<file path="src/rtl/instr_encode_loader.sv">
// instr_encode_loader: packs field-level RV32I requests into 32-bit words,
// buffers them in a small FIFO and writes them to consecutive
// instruction-memory addresses through a stallable write port.
module instr_encode_loader #(
  parameter int                    DEPTH      = 4,
  parameter int                    ADDR_WIDTH = 32,
  parameter logic [ADDR_WIDTH-1:0] BASE_ADDR  = 32'hBFC00000
) (
  input  logic                  clk,
  input  logic                  rst_n,
  input  logic                  Restart,
  input  logic                  InValid,
  output logic                  InReady,
  input  logic [2:0]            Fmt,
  input  logic [6:0]            Op,
  input  logic [4:0]            Rd,
  input  logic [4:0]            Rs1,
  input  logic [4:0]            Rs2,
  input  logic [2:0]            Funct3,
  input  logic [6:0]            Funct7,
  input  logic [31:0]           Imm,
  output logic                  WrEn,
  input  logic                  WrReady,
  output logic [ADDR_WIDTH-1:0] WrAddr,
  output logic [31:0]           WrData,
  output logic [15:0]           WordCount,
  output logic                  ErrInvalid
);

  localparam int PW = (DEPTH > 1) ? $clog2(DEPTH) : 1;
  localparam logic [PW:0] DEPTH_C = (PW+1)'(DEPTH);

  typedef enum logic [2:0] {
    FMT_I = 3'd0, FMT_U = 3'd1, FMT_S = 3'd2,
    FMT_B = 3'd3, FMT_J = 3'd4, FMT_R = 3'd5
  } fmt_e;

  logic [31:0]   mem [DEPTH];
  logic [PW-1:0] wptr, rptr;
  logic [PW:0]   cnt;
  logic [31:0]   enc;
  logic          fmt_ok, accept, push, pop;

  // Format-specific bit packing of the request fields
  always_comb begin
    enc    = 32'd0;
    fmt_ok = 1'b1;
    case (fmt_e'(Fmt))
      FMT_I: enc = {Imm[11:0], Rs1, Funct3, Rd, Op};
      FMT_U: enc = {Imm[31:12], Rd, Op};
      FMT_S: enc = {Imm[11:5], Rs2, Rs1, Funct3, Imm[4:0], Op};
      FMT_B: enc = {Imm[12], Imm[10:5], Rs2, Rs1, Funct3, Imm[4:1], Imm[11], Op};
      FMT_J: enc = {Imm[20], Imm[10:1], Imm[11], Imm[19:12], Rd, Op};
      FMT_R: enc = {Funct7, Rs2, Rs1, Funct3, Rd, Op};
      default: fmt_ok = 1'b0;
    endcase
  end

  // Handshake and write-port view; all derived from registered state only
  always_comb begin
    InReady = (cnt < DEPTH_C);
    WrEn    = (cnt != '0);
    WrData  = WrEn ? mem[rptr] : 32'd0;
    accept  = InValid && InReady;
    push    = accept && fmt_ok && !Restart;
    pop     = WrEn && WrReady && !Restart;
  end

  // FIFO storage; data needs no reset since cnt gates visibility
  always_ff @(posedge clk) begin
    if (push) mem[wptr] <= enc;
  end

  // FIFO pointers/occupancy, write address, word counter and sticky error
  always_ff @(posedge clk or negedge rst_n) begin
    if (!rst_n) begin
      wptr       <= '0;
      rptr       <= '0;
      cnt        <= '0;
      WrAddr     <= BASE_ADDR;
      WordCount  <= 16'd0;
      ErrInvalid <= 1'b0;
    end else if (Restart) begin
      wptr       <= '0;
      rptr       <= '0;
      cnt        <= '0;
      WrAddr     <= BASE_ADDR;
      WordCount  <= 16'd0;
      ErrInvalid <= 1'b0;
    end else begin
      if (push) wptr <= wptr + PW'(1);
      if (pop) begin
        rptr      <= rptr + PW'(1);
        WrAddr    <= WrAddr + ADDR_WIDTH'(4);
        WordCount <= WordCount + 16'd1;
      end
      case ({push, pop})
        2'b10:   cnt <= cnt + (PW+1)'(1);
        2'b01:   cnt <= cnt - (PW+1)'(1);
        default: cnt <= cnt;
      endcase
      if (accept && !fmt_ok) ErrInvalid <= 1'b1;
    end
  end

endmodule

</file>
<file path="config.mk">
export PLATFORM = sky130hd
export DESIGN_NAME = instr_encode_loader
export DESIGN_NICKNAME = d
export VERILOG_FILES = /design/src/rtl/instr_encode_loader.sv
export SDC_FILE = /design/constraint.sdc
export NUM_CORES = 1
export LEC_CHECK = 0
export ABC_AREA = 1
export CAP_MARGIN = 30
export CORE_MARGIN = 2
export CORE_UTILIZATION = 48
export DETAILED_ROUTE_END_ITERATION = 6
export DONT_BUFFER_PORTS = 1
export REMOVE_ABC_BUFFERS = 1
export SLEW_MARGIN = 20
export SYNTH_ARGS = -nofsm -noshare
export SYNTH_HDL_FRONTEND = slang
export SYNTH_SLANG_ARGS = --single-unit
</file>
<file path="constraint.sdc">
create_clock -name clk -period 6.81 [get_ports clk]
set_input_delay 1.0215 -clock clk [delete_from_list [all_inputs] [get_ports clk]]
set_output_delay 1.0215 -clock clk [all_outputs]
set_load 0.02 [all_outputs]
</file>
Yosys cells after proc, flatten, opt, wreduce, memory -nomap -nowiden:

Memories as Yosys holds them, arrays and structs flattened.
Index checks and enable logic that the tools add are counted.

* add/subtract/negate cells: 6
* magnitude comparators: 1
* eq/ne operators: 7
* muxes and demuxes: 17
* reduce and logical (&&, ||, !) cells: 15

Operators by type and width (number)
* $pmux 32 s6: 1
* $mux 32: 3
* $add 32x3->32 const B: 1
* $mux 16: 2
* $add 16x1->16 const B: 1
* $mux 2: 4
* $eq 3x2->1 const B: 2
* $eq 3x3->1 const B: 2
* $logic_and 1x1->1: 6
* $pmux 3 s2: 1
* $reduce_bool 2->1: 3
* $reduce_bool 3->1: 2
* $reduce_or 6->1: 1
* $mux 1: 5
* $add 2x1->2 const B: 2
* $add 3x1->3 const B: 1
* $eq 3x1->1 const B: 1
* $logic_not 3->1: 1
* $lt 3x3->1 const B: 1
* $mux 3: 1
* $sub 3x1->3 const B: 1
* $eq 2x1->1 const B: 1
* $eq 2x2->1 const B: 1
* $logic_not 1->1: 2

* bits in registers: 56
* RAM bits: 128
* input port bits: 72
* output and inout port bits: 83
* logic and storage cells: 53
* memories kept: 1

Memories
* mem: words 4, bits a word 32, read ports 1, clocked after Yosys merged registers in 0, wr ports 1, line 38 `logic [31:0] mem [DEPTH];`

Logic depth before layout (Yosys ltp):

* word-level depth: 8
* depth in mapped cells: 9
* mapped depth without buffers: 9

Worst setup path after synthesis:

Ideal clock, no wire load.

* kind: input-to-reg
* start point: in Fmt[2]
* end point: mem mem[0][0] (enable)
* library setup time: 0.421 ns
* data arrival time: 2.991 ns
* data required time: 6.389 ns
* setup slack: 3.398 ns
* stages on the path: 6
* buffers on the path: 1
* cell sequence: buf_4 nand2_2 nand3_1 nor2_1 inv_1 nor2_1

* word-level cells in the longest chain between the ends: 7
* elaborated cells between the ends (all ways): 12
* those cells by class: eq/ne: 5; mux: 3; reduce/logical: 4

RTL lines
* from (decl): line 14 `input logic [2:0] Fmt,`
* $eq 3x3->1 (tied with other cells): line 48 `case (fmt_e'(Fmt))`
* $reduce_or 6->1 (no line) (*)
* $mux 1 (*): line 48
* $logic_and 1x1->1 (*) (2 in series): line 65 `push = accept && fmt_ok && !Restart;`
* $mux 1 (*): line 71 `if (push) mem[wptr] <= enc;`
* $mux 1 (not written as such) (*): line 71
* to (decl): line 38

Mark *: on every way between the ends. The rest lies on a longest branch, timed or not.

Final worst setup path:

* start point: reg rptr[1]
* end point: out WrData[12]

* word-level cells in the longest chain between the ends: 2

RTL lines
* from (decl): line 39 `logic [PW-1:0] wptr, rptr;`
* from (signal assigned): line 93 `rptr <= rptr + PW'(1);`
* $mem_v2 4x32
* $mux 32: line 63 `WrData = WrEn ? mem[rptr] : 32'd0;`
* to (decl): line 25 `output logic [31:0] WrData,`

No other way between the ends.

==> flow_summary.json <==
{
  "slowest_stage": "clkinv_1",
  "yosys.area_share.simple": 0.245,
  "crit_path_end_kind": "output port",
  "critPathRequiredTime_ns": 5.79,
  "cts-htree-levels": 4,
  "synth_top_area_cell": "edfxtp_1",
  "dr.pass1.iters": 4,
  "drv_cap": 0,
  "postCtsHoldBufs": 0,
  "cts_tree": "yes",
  "synth_compound_area_frac": 0.0968,
  "ys_seq_area_frac": 0.593,
  "comb_power_share": 0.268,
  "yosysMostFrequentCell": "nor2_1",
  "pwr-share-seq": 0.416,
  "io_buffers": 0,
  "cts_resized": 0,
  "period_share": 0.494,
  "synth_area_leaders": "edfxtp_1, dfrtp_1, nor2_1, nand2_1, o21ai_0",
  "numCtsBuffers": 17,
  "swShare": 0.370,
  "power_density_nw_per_um2": 329,
  "final_core_util": 0.541,
  "reg2reg_slack_ns": 4.59,
  "p_switching_uw": 1180,
  "die_h_um": 139,
  "drive_above_1_share": 0.0824,
  "worstPathArrival_ns": 2.34,
  "peakVddDrop_mv": 0.310,
  "fin_area_sq_um": 9720,
  "crit_type": "flip-flop to output port",
  "reg2reg_depth": 6,
  "diodes": 0,
  "ant_nets": 0,
  "drc_errors": 0,
  "fin_nets": 1049,
  "grt_pass1_wl_um": 34200,
  "netlist.area_leader.share": 0.437,
  "avgSynthCellArea_sq_um": 8.99,
  "fmax_mhz": 297,
  "synth.distinct_cells": 39,
  "netlist_area_sq_um": 8790,
  "dp_hpwl_um": 14500,
  "setup_tns_ns": 0,
  "drt_iter0_markers": 400,
  "hold_violations": 0,
  "vias_per_cell": 5.49,
  "grt.total_usage": 0.225,
  "synthArstFlopShare": 0.297,
  "clk_pin_slew_worst_paths_ns": 0.07,
  "gr-total-overflow": 0,
  "start_kind": "flip-flop",
  "outcome": "finished clean",
  "clockRootBuffer": "clkbuf_16",
  "synthCells": 977,
  "ys_seq_elements": 182,
  "grt_antenna_before_repair": 0,
  "die_area_sq_um": 19400,
  "synth_top_family_by_area": "simple AND/OR/NAND/NOR gates",
  "slowest_delay_ns": 0.43,
  "finalClockSkew_ns": 0.00915,
  "wire_per_inst_um": 17.6,
  "io_pins": 155,
  "ys.flop_type": "edfxtp_1",
  "cts.sinks": 182,
  "power_leakage_uw": 0.00370,
  "clock_latency_ns": 0.43,
  "cp_cell_sequence": "clkinv_1 -> buf_4 -> nor2_1 -> o21ai_0 -> a21oi_1",
  "clk_path_buf_depth": 2,
  "internal-power_uw": 2020,
  "setup_viol": 0,
  "place_area_sq_um": 9090,
  "rr_startpoint": "cnt[2]$_DFFE_PN0P_",
  "core_sq_um": 18000,
  "fin_cells": 1212,
  "rsz0062_at_grt": "false",
  "routed_wl_um": 21400,
  "grt_pass1_vias": 6356,
  "post-cts-setup-buffers": 0,
  "worstPathMaxFanout": 20,
  "synth-warning-count": 0,
  "synth_enable_flop_cells": 128,
  "worst_slew_pin_slew_ns": 0.836,
  "rows": 49,
  "max-slew-margin-rel": 0.442,
  "cp_num_buf_inv": 2,
  "timing.hold.ws_ns": 0.283,
  "synth_xor_area_frac": 0.00299,
  "slew_viol_final": 0,
  "grt_max_degree": 66,
  "vias": 6651,
  "path_delay_family": "buffers and inverters",
  "die_w_um": 139,
  "area_growth_pct": 10.6,
  "placed_cells": 1179,
  "hold_class": "input pin to asynchronous set/reset pin",
  "finalCriticalPeriod_ns": 3.37,
  "start_util": 0.489,
  "synthMuxAreaShare": 0,
  "synthTopCellsByCount": "nor2_1, nand2_1, edfxtp_1",
  "gp_congestion": 0.864,
  "r2r-end": "mem[1][0]$_DFFE_PP_",
  "synth-adder-area-share": 0.0108,
  "clkPwrFrac": 0.316
}
[placed cells by master, fill, tap and decap left out, drive strengths merged, types with 9 or more instances in the layout]
cell / n
o21ai: 105
inv: 82
dfrtp: 45
buf: 10
nor2: 217
clkbuf: 17
a21oi: 51
nor3: 14
edfxtp: 128
nand3: 50
nand4: 25
nand2: 199
dfstp: 9
[logic make-up after synthesis]
group	count (synthesis)
and+or+nand+nor	509
adders and majority gates	7
other	1
AOI/OAI and AO/OA	163
buffers and inverters	112
xor gates and xnor gates	3
DFF	182
[how the worst max path moves through the flow]
stage	startpoint	depth (start not counted)	to	slack, ns
global route	rptr[1]$_DFFE_PN0N_	5	WrData[12]	3.22
global placement	rptr[1]$_DFFE_PN0N_	5	WrData[9]	3.81
floorplan	rptr[0]$_DFFE_PN0N_	3	WrData[0]	3.46
CTS	rptr[0]$_DFFE_PN0N_	3	WrData[9]	3.37
detailed placement	rptr[0]$_DFFE_PN0N_	3	WrData[9]	3.84
finish	rptr[1]$_DFFE_PN0N_	5	WrData[12]	3.44
[per-stage QoR]
| stage | setup WS (ns) | total power [uW] |
|---|---|---|
| after global placement | 3.81 | 2170 |
| final | 3.44 | 3200 |
| after global routing | 3.22 | 3360 |
| after detailed placement | 3.84 | 2210 |
| after CTS | 3.37 | 3220 |
| after floorplan | 3.46 | 1980 |
[area by class of cell]
type	count	area (sq um)
flip-flops and latches	182	5210
repair buffers	10	175
clock inverters	15	184
well taps	229	287
clock buffers	17	425
multi-input cells	684	3160
fillers	1629	8240
inverters	75	282
[registers in the layout, indices dropped and copies added, names as in the netlist]
register	count
cnt	3
WordCount	16
wptr	2
rptr	2
ErrInvalid	1
WrAddr	30
mem	128
[worst register-to-register path, stage by stage (launching register included)]
cell     delay (ns)
dfrtp_1        0.42
inv_2          0.20
nand3_1        0.19
nor2_1         0.19
inv_1          0.19
nor2_4         0.48
buf_16         0.24
[power groups by stage]
stage	Combinational [uW]	Clock, uW	Sequential, uW
2_1_floorplan	604	0	1370
3_3_place_gp	817	0	1360
6_report	858	1010	1330
3_5_place_dp	856	0	1360
4_1_cts	861	1030	1330
5_1_grt	951	1070	1340
[per-layer routing]
| metal | up-vias | GRT usage | part of all wire |
|---|---|---|---|
| met5 | - | 0 | 0 |
| met4 | 0 | 0.0696 | 0.0086 |
| met3 | 12 | 0.0537 | 0.073 |
| met2 | 225 | 0.379 | 0.48 |
| met1 | 3152 | 0.289 | 0.43 |
| li1 | 3262 | - | - |
(Power assumes the default switching activity.)
